**config.mk**
```make
export PLATFORM = sky130hd
export DESIGN_NAME = load_store_unit
export DESIGN_NICKNAME = d
export VERILOG_FILES = /design/src/rtl/load_store_unit.sv
export SDC_FILE = /design/constraint.sdc
export NUM_CORES = 1
export LEC_CHECK = 0
export CORE_AREA = 2 2 120 122
export DETAILED_ROUTE_END_ITERATION = 7
export DIE_AREA = 0 0 122 124
export GPL_ROUTABILITY_DRIVEN = 0
export GPL_TIMING_DRIVEN = 0
export PLACE_DENSITY = 0.8
export SLEW_MARGIN = 20
export SYNTH_ARGS = -nofsm -noshare
export SYNTH_HDL_FRONTEND = slang
export SYNTH_SLANG_ARGS = --single-unit
```
**constraint.sdc**
```tcl
create_clock -name clk -period 3.9 [get_ports clk]
set_clock_uncertainty 0.15 [all_clocks]
set_input_delay 0.585 -clock clk [delete_from_list [all_inputs] [get_ports clk]]
set_output_delay 0.585 -clock clk [all_outputs]
set_load 0.05 [all_outputs]
```
**src/rtl/load_store_unit.sv**
```systemverilog
// Load/store unit: turns one pipeline memory instruction into a single word-wide
// bus transaction with byte lanes, alignment checking and an ack timeout.
module load_store_unit #(
   parameter int XLEN    = 32,
   parameter int TIMEOUT = 255
) (
   input  logic            clk,
   input  logic            reset,
   input  logic            valid,
   input  logic [11:0]     operation,
   input  logic [XLEN-1:0] addr,
   input  logic [XLEN-1:0] storeData,
   output logic [31:0]     memData,
   output logic            stall,
   output logic            done,
   output logic            misalign,
   output logic            bus_err,
   output logic            bus_req,
   output logic            bus_we,
   output logic [31:0]     bus_addr,
   output logic [31:0]     bus_wdata,
   output logic [3:0]      bus_wstrb,
   input  logic [31:0]     bus_rdata,
   input  logic            bus_ack
);

   typedef enum logic [1:0] {IDLE = 2'd0, REQ = 2'd1, DONE = 2'd2} state_t;

   localparam logic [6:0] OP_LOAD  = 7'b0000011;
   localparam logic [6:0] OP_STORE = 7'b0100011;
   localparam logic [7:0] CNT_LAST = 8'(TIMEOUT - 1);

   state_t      r_state;
   state_t      w_next;
   logic [2:0]  r_funct3;
   logic [1:0]  r_offset;
   logic [7:0]  r_cnt;
   logic [2:0]  w_funct3;
   logic        w_mem_op;
   logic        w_aligned;
   logic        w_accept;
   logic        w_misal;
   logic        w_timeout;
   logic [3:0]  w_wstrb;
   logic [31:0] w_wdata;
   logic [31:0] w_load_data;
   logic        w_unused;

   assign w_funct3  = operation[9:7];
   assign w_mem_op  = (operation[6:0] == OP_LOAD) || (operation[6:0] == OP_STORE);
   assign w_accept  = (r_state == IDLE) && valid && w_mem_op && w_aligned;
   assign w_misal   = (r_state == IDLE) && valid && w_mem_op && !w_aligned;
   assign w_timeout = (r_state == REQ) && !bus_ack && (r_cnt == CNT_LAST);
   assign w_unused  = ^operation[11:10];

   // Access size decode: funct3[1:0] 00 byte, 01 half, anything else (incl. reserved) word
   always_comb begin
      w_aligned = 1'b1;
      w_wstrb   = 4'hF;
      w_wdata   = storeData[31:0];
      case (w_funct3[1:0])
         2'b00: begin
            w_aligned = 1'b1;
            w_wstrb   = 4'b0001 << addr[1:0];
            w_wdata   = {4{storeData[7:0]}};
         end
         2'b01: begin
            w_aligned = !addr[0];
            w_wstrb   = 4'b0011 << addr[1:0];
            w_wdata   = {2{storeData[15:0]}};
         end
         default: begin
            w_aligned = (addr[1:0] == 2'b00);
            w_wstrb   = 4'hF;
            w_wdata   = storeData[31:0];
         end
      endcase
      if (operation[6:0] != OP_STORE) begin
         w_wstrb = 4'h0;
      end else begin
         w_wstrb = w_wstrb;
      end
   end

   // Left-justify the addressed byte/halfword; lower bits are cleared
   always_comb begin
      case (r_funct3[1:0])
         2'b00:   w_load_data = (bus_rdata << {~r_offset, 3'b000}) & 32'hFF00_0000;
         2'b01:   w_load_data = (bus_rdata << {~r_offset[1], 4'b0000}) & 32'hFFFF_0000;
         default: w_load_data = bus_rdata;
      endcase
   end

   // State register
   always_ff @(posedge clk or posedge reset) begin
      if (reset) r_state <= IDLE;
      else       r_state <= w_next;
   end

   // Next-state logic
   always_comb begin
      case (r_state)
         IDLE:    w_next = w_accept ? REQ : IDLE;
         REQ:     w_next = (bus_ack || w_timeout) ? DONE : REQ;
         DONE:    w_next = IDLE;
         default: w_next = IDLE;
      endcase
   end

   // State-decoded outputs
   always_comb begin
      bus_req = (r_state == REQ);
      done    = (r_state == DONE);
      stall   = (r_state == REQ) || w_accept;
   end

   // Bus request fields are captured at acceptance and held until the access ends
   always_ff @(posedge clk or posedge reset) begin
      if (reset) begin
         bus_addr  <= 32'h0;
         bus_we    <= 1'b0;
         bus_wdata <= 32'h0;
         bus_wstrb <= 4'h0;
         r_funct3  <= 3'd0;
         r_offset  <= 2'd0;
         r_cnt     <= 8'd0;
         misalign  <= 1'b0;
         bus_err   <= 1'b0;
      end else begin
         misalign <= w_misal;
         bus_err  <= w_timeout;
         if (w_accept) begin
            bus_addr  <= {addr[31:2], 2'b00};
            bus_we    <= (operation[6:0] == OP_STORE);
            bus_wdata <= w_wdata;
            bus_wstrb <= w_wstrb;
            r_funct3  <= w_funct3;
            r_offset  <= addr[1:0];
            r_cnt     <= 8'd0;
         end else if (r_state == REQ) begin
            if (bus_ack || w_timeout) begin
               bus_we    <= 1'b0;
               bus_wstrb <= 4'h0;
            end else begin
               r_cnt <= r_cnt + 8'd1;
            end
         end else begin
            r_cnt <= r_cnt;
         end
      end
   end

   // Load result register; stores leave it untouched
   always_ff @(posedge clk or posedge reset) begin
      if (reset) begin
         memData <= 32'h0;
      end else if (w_misal) begin
         memData <= 32'h0;
      end else if ((r_state == REQ) && bus_ack && !bus_we) begin
         memData <= w_load_data;
      end else if (w_timeout && !bus_we) begin
         memData <= 32'h0;
      end else begin
         memData <= memData;
      end
   end

endmodule

```
# Word-level counts from Yosys, hierarchy flattened

Cells that the tools add are included.

Bits in registers: 115
Input port bits: 112
Output and inout port bits: 106
Word-level logic and storage cells: 72

Add/subtract/negate cells: 1
Eq/ne operators: 9
Shift operators: 4
Muxes and demuxes: 20
Bitwise operators: 2
Reduce and logical (&&, ||, !) cells: 25

Operator list:

| cell                  | count |
|---|---|
| $pmux W32 S2          | 2 |
| $mux W32              | 3 |
| $shl A32 B5 Y32       | 2 |
| $mux W8               | 3 |
| $mux W4               | 4 |
| $logic_and A1 B1 Y1   | 9 |
| $add A8 B1 Y8 const B | 1 |
| $eq A8 B8 Y1 const B  | 1 |
| $logic_not A2 Y1      | 4 |
| $pmux W4 S2           | 1 |
| $eq A7 B2 Y1 const B  | 1 |
| $eq A7 B6 Y1 const B  | 1 |
| $ne A7 B6 Y1 const B  | 1 |
| $eq A2 B1 Y1 const B  | 3 |
| $logic_not A1 Y1      | 4 |
| $mux W1               | 4 |
| $pmux W2 S2           | 1 |
| $reduce_and A2 Y1     | 2 |
| $reduce_bool A2 Y1    | 2 |
| $shl A1 B2 Y4 const A | 1 |
| $shl A2 B2 Y4 const A | 1 |
| $logic_or A1 B1 Y1    | 3 |
| $reduce_bool A3 Y1    | 1 |
| $eq A2 B2 Y1 const B  | 1 |
| other kinds (5)       | 5 |

# Depth between registers and ports, before layout

Gate-level depths: netlist of run 1.

Depth in word-level cells: 7
Mapped depth: 7
Mapped depth without buffers: 6

# Worst setup path before layout of run 1

OpenSTA, ideal clock, no wires.

Path kind: input port to output port
Start: input operation[3]
End: output stall
Data arrival time: 2.182 ns
Data required time: 3.165 ns
Setup slack: 0.983 ns
Cell stages on the path: 3
Path buffers: 0
Path through: nor4b_4 nand4_4 o21ai_0

Longest elaborated chain between the ends: 5
Elaborated cells between the ends (all ways): 6
Those cells by class: eq/ne: 2; reduce/logical: 4

Ends and longest elaborated chain:

| item                                         | line | RTL |
|---|---|---|
| from (decl)                                  | 10   | `input logic [11:0] operation,` |
| $eq A7 B2 Y1 or $eq A7 B6 Y1 (tied branches) | 50   | `assign w_mem_op = (operation[6:0] == OP_LOAD) \|\| (operation[6:0] == OP_STORE);` |
| $logic_or A1 B1 Y1 *                         | 50   |  |
| $logic_and A1 B1 Y1 * (2 in series)          | 51   | `assign w_accept = (r_state == IDLE) && valid && w_mem_op && w_aligned;` |
| $logic_or A1 B1 Y1 *                         | 114  | `stall = (r_state == REQ) \|\| w_accept;` |
| to (decl)                                    | 14   | `output logic stall,` |

Mark *: on every way between the ends. The rest lies on a longest branch, timed or not.

# Worst setup path after layout of run 1

Ends and elaborated chain as after synthesis.

==> results of run 1 <==
==> worst paths after layout <==
path | from | endpoint | cells past startpoint
min | memData[17] | memData[17] | 1
max reg2reg | r_cnt[0] | memData[20] | 7
min in group asynchronous | reset | bus_addr[3] | 2
max in group asynchronous | reset | memData[19] | 3
min reg2reg | memData[17] | memData[17] | 1
max | operation[3] | stall | 5
==> worst reg2reg max path, delay by kind of cell, from the launching register on <==
kind | cells | cell delay, ns
DFF | 1 | 0.40
AOI/OAI and AO/OA | 3 | 0.80
buffers and inverters | 2 | 0.34
and+or+nand+nor | 1 | 0.22
adders and majority gates | 1 | 0.21
==> registers in the layout, indices dropped and copies added, names as in the netlist <==
name	count
r_offset	2
r_funct3	2
misalign	1
r_state	2
bus_we	1
bus_wstrb	4
bus_wdata	32
r_cnt	8
memData	32
bus_addr	30
bus_err	1
==> per-layer routing <==
layer	track usage (%)	vias to the layer above	share of wire, %
met4	8.980	0	1.9
met5	0	-	0
met1	25.02	2234	40
li1	-	2074	-
met3	7.326	26	7.2
met2	36.70	160	51
==> area by class of cell <==
class                           instances  area share, %
Sequential cell                       115          34.50
Multi-Input combinational cell        285          26.64
Timing Repair Buffer                  212          25.65
Clock buffer                           23          5.611
Tap cell                              180          2.700
Buffer                                 31          2.445
Clock inverter                          9          2.115
Inverter                                6         0.3300
==> Yosys cell counts (all sizes together), types with 9 or more instances <==
cell | number | area share [%]
mux2i | 34 | 6.4
o2bb2ai | 16 | 2.6
clkbuf | 9 | 0.63
a22o | 28 | 4.6
nor2 | 15 | 1.2
or3 | 9 | 1.1
a21oi | 43 | 4.0
nand2 | 21 | 1.5
o21ai | 22 | 2.1
mux2 | 50 | 11
dfrtp | 115 | 54
buf | 22 | 3.2
==> stage by stage <==
step                utilization (%)  instance area (um2)  worst slack (ns)  hold slack [ns]
global placement              55.86                 7664            -1.395           0.3197
finish                        60.79                 8341            0.5594           0.3378
floorplan                         -                 5326            0.1209           0.3408
global route                  60.79                 8341            0.4506           0.3546
detailed placement            56.10                 7696            0.5480           0.3231
CTS                           60.79                 8341            0.5276           0.3401
==> power groups by stage <==
stage	clock network [mW]	logic, mW	registers [mW]
5_1_grt	1.79	0.928	1.35
6_report	1.71	0.882	1.34
4_1_cts	1.73	0.888	1.34
2_1_floorplan	0	0.211	1.65
3_5_place_dp	0	0.883	1.36
3_3_place_gp	0	0.868	1.35
==> kinds of logic after synthesis <==
kind of cell             Yosys count  share of synthesized area (%)
other                              1                        0.07045
multiplexers                      84                          16.97
adder cells (fa/ha/maj)            2                         0.4701
flip-flops                       115                          54.07
AO/OA/AOI/OAI                    128                          16.20
buffers and inverters             37                          4.255
AND/OR/NAND/NOR                   64                          7.147
XOR/XNOR                           5                         0.8227
==> insert_results.sql, run 1 <==
INSERT INTO impl_metrics (metric_group, metric, value, unit) VALUES
('critical_path', 'critical_path.most_common_cell', 'sky130_fd_sc_hd__clkdlybuf4s50_1', ''),
('pwr', 'p_total', '3.931', 'mW'),
('sta', 'grt_setup_unrepaired', 'no', ''),
('logic_synthesis', 'number_of_enable_type_register_cells_in_the_synthesized_netlist', '0', ''),
('cts', 'cts_resized', '0', ''),
('layout', 'flip_flop_and_latch_area', '2878', 'um2'),
('cts', 'htreeDepth', '4', ''),
('outcome', 'outcome', 'finished clean', ''),
('cts', 'number_of_buffers_between_clock_root_and_the_deepest_sink', '2', ''),
('layout', 'final.fill_count', '1091', ''),
('logic_synthesis', 'post_synth_instance_area', '5323', 'um2'),
('floorplan', 'rows', '43', ''),
('route', 'route.detailed.wl_per_inst', '18.49', 'um'),
('logic_synthesis', 'synth_cell_types', '45', ''),
('sta', 'finalCritPeriodShare', '85.66', '%'),
('critical_path', 'worstPathMaxFanout', '6', ''),
('critical_path', 'critical-path-top-delay-family', 'buffers and inverters', ''),
('logic_synthesis', 'async_reset_ff_share', '100.0', '%'),
('layout', 'stdcell_count', '861', ''),
('route', 'wirelength', '15920', 'um'),
('pwr', 'power.switching_fraction', '28.75', '%'),
('sta', 'fmax', '0.2994', 'GHz'),
('place', 'hpwl', '11780', 'um'),
('grt', 'grt_start_max_net_pins', '61', ''),
('critical_path', 'worst_setup_path_start_kind', 'input port', ''),
('critical_path', 'critical_setup_path_kind', 'input port to primary output', ''),
('job', 'cap_viol_max_count', '0', ''),
('route', 'route.antenna.remaining_nets', '0', ''),
('layout', 'most_frequent_standard_cell_in_the_layout_excluding_fill_and_tap_cells', 'sky130_fd_sc_hd__clkdlybuf4s50_1', ''),
('pwr', 'powerDensity', '471.3', 'nW/um2'),
('critical_path', 'crit_path_max_incr_delay', '0.84', 'ns'),
('logic_synthesis', 'synth_area_per_cell', '12.21', 'um2'),
('route', 'via_count', '4494', ''),
('critical_path', 'worstPathCellList', 'clkdlybuf4s50_1, nor4b_4, nand4_4, o21ai_0, clkdlybuf4s50_1', ''),
('grt', 'gr-usage-all-layers', '21.59', '%'),
('sta', 'final_max_slew_viol_count', '0', ''),
('grt', 'number_of_antenna_violations_at_the_first_check_in_global_routing', '0', ''),
('pwr', 'power_frac_comb', '22.4', '%'),
('layout', 'layout-drive-gt1-share', '14.10', '%'),
('place', 'numPlacedInstances', '829', ''),
('layout', 'final_nets', '782', ''),
('pwr', 'cellLeakagePower', '3.701', 'nW'),
('cts', 'cts_tree', 'built', ''),
('critical_path', 'r2r_setup_slack', '1.70', 'ns'),
('logic_synthesis', 'yosys_warnings', '0', ''),
('route', 'detailedRoute.firstIterationViolations', '278', ''),
('sta', 'finalCriticalPeriod', '3.341', 'ns'),
('route', 'drt-vias-per-instance', '5.220', ''),
('cts', 'root_buffer', 'sky130_fd_sc_hd__clkbuf_16', ''),
('sta', 'max_slew_margin', '49.73', '%'),
('logic_synthesis', 'synth-seq-area-share', '54.07', '%'),
('min_path', 'worst_hold_path_class', 'register to register', ''),
('logic_synthesis', 'top_reg_cell_synth', 'sky130_fd_sc_hd__dfrtp_1', ''),
('layout', 'layout.cells.most_common_list', 'sky130_fd_sc_hd__clkdlybuf4s50_1 (211), sky130_fd_sc_hd__dfrtp_1 (115), sky130_fd_sc_hd__a21oi_1 (43), sky130_fd_sc_hd__mux2_2 (38), sky130_fd_sc_hd__mux2i_1 (34)', ''),
('grt', 'grt.overflow.total', '0', ''),
('floorplan', 'boundaryPins', '218', ''),
('layout', 'multi_input_area', '2222', 'um2'),
('sta', 'worst_slew_pin_slew', '0.7540', 'ns'),
('pwr', 'cell_internal_pwr', '2.801', 'mW'),
('layout', 'signed_area_change_from_the_synthesized_netlist_to_the_final_layout', '56.70', '%'),
('cts', 'cts.reportedPaths.clkPinSlew', '0.05', 'ns'),
('cts', 'numClockSinks', '115', ''),
('grt', 'first_pass_grt_wire_length', '24750', 'um'),
('layout', 'antenna-diode-count', '0', ''),
('critical_path', 'timing.critical_path.arrival', '2.61', 'ns'),
('route', 'drt-pass1-iter-count', '4', ''),
('floorplan', 'design.die.area', '15130', 'um2'),
('sta', 'setup_total_negative_slack', '0', 'ns'),
('cts', 'tritoncts.num_buffers', '17', ''),
('cts', 'post_cts_hold_buffer_count', '0', ''),
('route', 'detail_route.drc_violations', '0', '');
(Power assumes the default switching activity.)
==> run 2: changes to the inputs <==
--- a/config.mk
+++ b/config.mk
@@ -10,7 +10,7 @@
 export DIE_AREA = 0 0 122 124
 export GPL_ROUTABILITY_DRIVEN = 0
 export GPL_TIMING_DRIVEN = 0
-export PLACE_DENSITY = 0.8
+export PLACE_DENSITY = 0.84
 export SLEW_MARGIN = 20
 export SYNTH_ARGS = -nofsm -noshare
 export SYNTH_HDL_FRONTEND = slang
==> run 2 against run 1 <==
Effect of this change:
- combinational power grew 0.6%
- critical path depth is the same
- register-to-register slack lost 0.03 ns
- utilization shrank 0.52 points
- first-iteration DRC count grew 20%
- maximum frequency grew 0.56%
- global-route usage grew 0.29 points
- die area is the same
- worst setup slack gained 0.019 ns
- via count grew 2.3%
- routed wire length grew 1.6%
- critical path type unchanged
- largest power group unchanged
==> insert_results.sql, run 2 (same netlist as run 1, synthesis figures left out) <==
INSERT INTO impl_metrics (metric_group, metric, value, unit) VALUES
('layout', 'final_nets', '782', ''),
('layout', 'most_frequent_standard_cell_in_the_layout_excluding_fill_and_tap_cells', 'sky130_fd_sc_hd__clkdlybuf4s50_1', ''),
('pwr', 'powerDensity', '449.4', 'nW/um2'),
('critical_path', 'setup.worst_path.end_class', 'primary output', ''),
('sta', 'fmax', '0.3010', 'GHz'),
('sta', 'grt_setup_unrepaired', 'no', ''),
('place', 'placement.io_buffers', '211', ''),
('job', 'cap_viol_max_count', '0', ''),
('cts', 'number_of_buffers_between_clock_root_and_the_deepest_sink', '2', ''),
('layout', 'antenna-diode-count', '0', ''),
('cts', 'cts_tree', 'built', ''),
('grt', 'first_pass_grt_wire_length', '25190', 'um'),
('pwr', 'cell_internal_pwr', '2.586', 'mW'),
('outcome', 'outcome', 'finished clean', ''),
('min_path', 'worst_hold_path_class', 'register to register', ''),
('cts', 'tritoncts.num_buffers', '17', ''),
('cts', 'numClockSinks', '115', ''),
('cts', 'post_cts_hold_buffer_count', '0', ''),
('grt', 'grt.overflow.total', '0', ''),
('sta', 'finalCriticalPeriod', '3.322', 'ns'),
('min_path', 'hold_end', 'memData[19]', ''),
('floorplan', 'initial_core_util', '38.80', '%'),
('sta', 'report.final.setup_viol', '0', ''),
('cts', 'clock_insertion_delay_worst_skew', '0.41', 'ns'),
('layout', 'registers_with_the_most_flip_flops', 'bus_wdata: 32 flops, memData: 32 flops, bus_addr: 30 flops', ''),
('sta', 'finalCritPeriodShare', '85.18', '%'),
('critical_path', 'rr_endpoint', 'bus_addr[7]', ''),
('pwr', 'vdd.ir_drop.worst', '0.3120', 'mV'),
('layout', 'signed_area_change_from_the_synthesized_netlist_to_the_final_layout', '55.36', '%'),
('min_path', 'worstHoldStart', 'memData[19]', ''),
('layout', 'layout-drive-gt1-share', '14.56', '%'),
('critical_path', 'r2r_setup_slack', '1.67', 'ns'),
('cts', 'htreeDepth', '4', ''),
('grt', 'number_of_antenna_violations_at_the_first_check_in_global_routing', '0', ''),
('route', 'detailedRoute.firstIterationViolations', '333', ''),
('pwr', 'power.switching_fraction', '30.41', '%'),
('sta', 'final_layout_worst_hold_slack', '0.3381', 'ns'),
('route', 'via_count', '4598', ''),
('grt', 'gr-usage-all-layers', '21.89', '%'),
('floorplan', 'die_y', '124', 'um'),
('pwr', 'power.sequential.fraction', '36.1', '%'),
('route', 'drt-pass1-iter-count', '5', ''),
('grt', 'grt_start_max_net_pins', '67', ''),
('route', 'route.antenna.remaining_nets', '0', ''),
('critical_path', 'critPathLaunch', 'operation[3]', ''),
('min_path', 'holdPathStages', '1', ''),
('pwr', 'p_switching', '1.130', 'mW'),
('cts', 'root_buffer', 'sky130_fd_sc_hd__clkbuf_16', ''),
('place', 'hpwl', '12170', 'um'),
('critical_path', 'critical_path_required', '3.16', 'ns'),
('sta', 'final_max_slew_viol_count', '0', ''),
('cts', 'cts_post_setup_buffers_inserted', '0', ''),
('route', 'drt-vias-per-instance', '5.347', ''),
('floorplan', 'boundaryPins', '218', ''),
('critical_path', 'worst_setup_path_start_kind', 'input port', ''),
('grt', 'first_global_vias', '4900', ''),
('route', 'wirelength', '16180', 'um'),
('floorplan', 'design.die.area', '15130', 'um2'),
('cts', 'cts.reportedPaths.clkPinSlew', '0.05', 'ns'),
('sta', 'hold_violation_total_from_the_final_report', '0', ''),
('critical_path', 'timing.critical_path.arrival', '2.59', 'ns'),
('critical_path', 'worstPathMaxFanout', '6', ''),
('layout', 'layout.cells.most_common_list', 'sky130_fd_sc_hd__clkdlybuf4s50_1 (211), sky130_fd_sc_hd__dfrtp_1 (115), sky130_fd_sc_hd__a21oi_1 (43), sky130_fd_sc_hd__mux2_2 (38), sky130_fd_sc_hd__mux2i_1 (34)', ''),
('floorplan', 'rows', '43', ''),
('layout', 'final.fill_count', '1087', ''),
('pwr', 'clock_power_share', '40.0', '%'),
('floorplan', 'design.core.area', '13720', 'um2'),
('route', 'detail_route.drc_violations', '0', ''),
('pwr', 'power_frac_comb', '23.9', '%'),
('critical_path', 'rr_worst_depth', '6', ''),
('cts', 'cts_resized', '0', ''),
('critical_path', 'crit-reg2reg-launch', 'r_state[1]', ''),
('critical_path', 'critical_setup_path_kind', 'input port to primary output', ''),
('sta', 'setup_total_negative_slack', '0', 'ns'),
('sta', 'max_slew_margin', '43.35', '%'),
('floorplan', 'floorplan.die.width', '122', 'um'),
('sta', 'worst_slew_pin_slew', '0.8497', 'ns'),
('route', 'route.detailed.wl_per_inst', '18.81', 'um'),
('pwr', 'cellLeakagePower', '3.673', 'nW');
## run 2: worst max path at each step
stage	end	slack [ns]	depth (start not counted)
after floorplan	bus_addr[10]	0.12	1
after global placement	memData[17]	-1.36	2
after detailed placement	stall	0.56	5
after CTS	stall	0.56	5
after global routing	stall	0.53	5
final	stall	0.58	5
## run 2: critical path: stages
cell and delay, ns:
sky130_fd_sc_hd__clkdlybuf4s50_1 0.44, sky130_fd_sc_hd__nor4b_4 0.34, sky130_fd_sc_hd__nand4_4 0.20, sky130_fd_sc_hd__o21ai_0 0.19, sky130_fd_sc_hd__clkdlybuf4s50_1 0.83
## run 2: layout make-up
| type | instances | area (um2) | share of cell area [%] |
|---|---|---|---|
| Sequential cell | 115 | 2878 | 34.80 |
| Buffer | 31 | 203.9 | 2.466 |
| Timing Repair Buffer | 212 | 2140 | 25.87 |
| Inverter | 6 | 27.53 | 0.3329 |
| Tap cell | 180 | 225.2 | 2.724 |
| Multi-Input combinational cell | 285 | 2222 | 26.87 |
| Clock inverter | 9 | 78.83 | 0.9532 |
| Clock buffer | 22 | 494.2 | 5.977 |
## run 2: stage by stage
step	power, mW	std cells	area, um2	util, %	setup slack, ns
CTS	3.739	860	8269	60.27	0.5568
floorplan	1.864	437	5326	-	0.1209
detailed placement	2.246	829	7696	56.10	0.5643
global placement	2.219	828	7664	55.86	-1.362
global route	3.844	860	8269	60.27	0.5298
finish	3.716	860	8269	60.27	0.5781
## run 2: metal layers
metal / vias to the layer above / wire, um / global-route usage [%]
li1: 2080 / - / -
met1: 2277 / 6419 / 25.45
met2: 213 / 8129 / 37.33
met3: 28 / 1345 / 7.234
met4: 0 / 282 / 8.908
met5: - / 0 / 0
## run 2: power by group through the flow
stage	combinational [mW]	sequential [mW]	clock (mW)
after floorplan	0.211	1.65	0
after global placement	0.864	1.35	0
after detailed placement	0.886	1.36	0
after CTS	0.890	1.34	1.51
after global routing	0.933	1.35	1.56
final	0.887	1.34	1.49
==> variant (flow settings as in run 2) <==
The 3 states of `state_t` get a one-hot encoding in 3 bits.
--- a/src/rtl/load_store_unit.sv
+++ b/src/rtl/load_store_unit.sv
@@ -24,7 +24,7 @@
    input  logic            bus_ack
 );
 
-   typedef enum logic [1:0] {IDLE = 2'd0, REQ = 2'd1, DONE = 2'd2} state_t;
+   typedef enum logic [2:0] {IDLE = 3'b001, REQ = 3'b010, DONE = 3'b100} state_t;
 
    localparam logic [6:0] OP_LOAD  = 7'b0000011;
    localparam logic [6:0] OP_STORE = 7'b0100011;
Function: no difference found for any inputs over 4 cycles, from zero or initial values and one cycle with reset high; so few cycles prove little.
==> variant against run 2 <==
Fmax shrank 10%. Count of clock-buffer cells in the layout is the same. Sequential share of layout area rose by 0.070 points. Routed wire length increased by 3.0%. Worst setup slack got worse by 0.37 ns. Area after synthesis decreased by 0.12%. Sequential cell count grew 1. Total power fell by 0.24%. Largest cell class unchanged. Final area up 0.71%.
==> variant: results (changes against run 2) <==
- Layout fillers: 1113 (was 1087)
- Reg2Reg Setup Slack: 1.66 ns
- DPL Wire Length: 12000 microns (was 12200 microns)
- Layout cells sized above 1: 7.83% (was 14.6%)
- 1st-pass router iterations: 4 (was 5)
- Async set-reset flop share out of synthesis: 100% (unchanged)
- Leakage: 3.76 nW (was 3.67 nW)
- Synth Area in Compound Gates: 16.4% (was 16.2%)
- CP endpoint: stall (unchanged)
- Placed instance count: 928 (was 829)
- Worst Hold Path Cells: 2 (was 1)
- Vias: 4893 (was 4598)
- Post-Synth Adder-Cell Area: 0.471% (was 0.470%)
- IO Port Bufs: 210 (was 211)
- Nets: 881 (was 782)
- Sequential share of the synthesized area: 54.6% (was 54.1%)
- Comb. pwr: 0.000698 W (was 0.000887 W)
- Run status: completed (unchanged)
- Clock transition at path regs: 0.05 ns (about the same)
- Final wirelength: 16700 microns (was 16200 microns)
- Largest net degree at the start of global routing: 66 (was 67)
- Main combinational cell family by area after synthesis: simple AND/OR/NAND/NOR gates (was multiplexers)
- Mapped Cells: 536 (was 436)
- Hold EP: bus_addr[17] (was memData[19])
- Power share of the sequential group: 35.2% (was 36.1%)
- Slew HR: 45.9% (was 43.4%)
- Worst r2r src: r_state[2] (was r_state[1])
- CP arrival: 2.96 ns (was 2.59 ns)
- Post-synth cell types: 49 (was 45)
- Post-Synth XOR/XNOR Area: 0.494% (was 0.823%)
- Global Route Usage Sum: 22.3% (was 21.9%)
- Worst hold margin: 0.322 ns (was 0.338 ns)
- First-pass GRT wire length: 25500 microns (was 25200 microns)
- Fin crit period: 3.69 ns (was 3.32 ns)
- Initial DRC Count: 313 (was 333)
- Antenna violations before repair: 0 (unchanged)
- Multiplexer share of the synthesized area: 6.21% (was 17.0%)
- Top cells by count, synth: nand2_1, dfrtp_1, o21ai_0 (was dfrtp_1, a21oi_1, mux2_2)
- Setup WS pre-CTS: -0.0968 ns (was 0.564 ns)
- DR WL/cell: 17.4 microns (was 18.8 microns)
- Vias in the first global route: 4910 (was 4900)
- Hold Startpoint: bus_addr[17] (was memData[19])
- Reg2reg end: memData[0] (was bus_addr[7])
- Biggest regs: bus_wdata: 32 flops, memData: 32 flops, bus_addr: 30 flops (unchanged)
- Most area-consuming cells after synthesis: dfrtp_1, nand2_1, mux2i_1 (was dfrtp_1, mux2_2, mux2i_1)
- VDD IR max: 270 uV (was 312 uV)
- Post-Place Cell Area: 0.00768 sq mm (was 0.00770 sq mm)
## variant: worst max-delay path, cell delays in order
cell	delay (ns)
clkdlybuf4s50_1	0.40
or4_4	0.58
a2111o_1	0.35
buf_2	0.18
buf_2	0.21
nand2_1	0.11
dlygate4sd2_1	0.54
## variant: routing by layer
layer	wire length [microns]	GRT usage (%)
met1	6530	26.3
met2	8300	37.5
met3	1420	7.14
met4	414	9.55
met5	0	0
## variant: area by class of cell
| cell class | count | area (sq um) | share of cell area, % |
|---|---|---|---|
| buffer | 37 | 214 | 2.57 |
| clock buffer | 22 | 474 | 5.69 |
| clock inverter | 9 | 175 | 2.10 |
| inverter | 5 | 23.8 | 0.285 |
| multi-input combinational | 379 | 2180 | 26.2 |
| sequential | 116 | 2900 | 34.9 |
| tap | 180 | 225 | 2.70 |
| timing repair buffer | 211 | 2130 | 25.6 |
## variant: timing repair
action | CTS | global route
gates resized for setup | 1 | 0
endpoints found under the setup margin | 1 | 0
hold buffers | 0 | 0
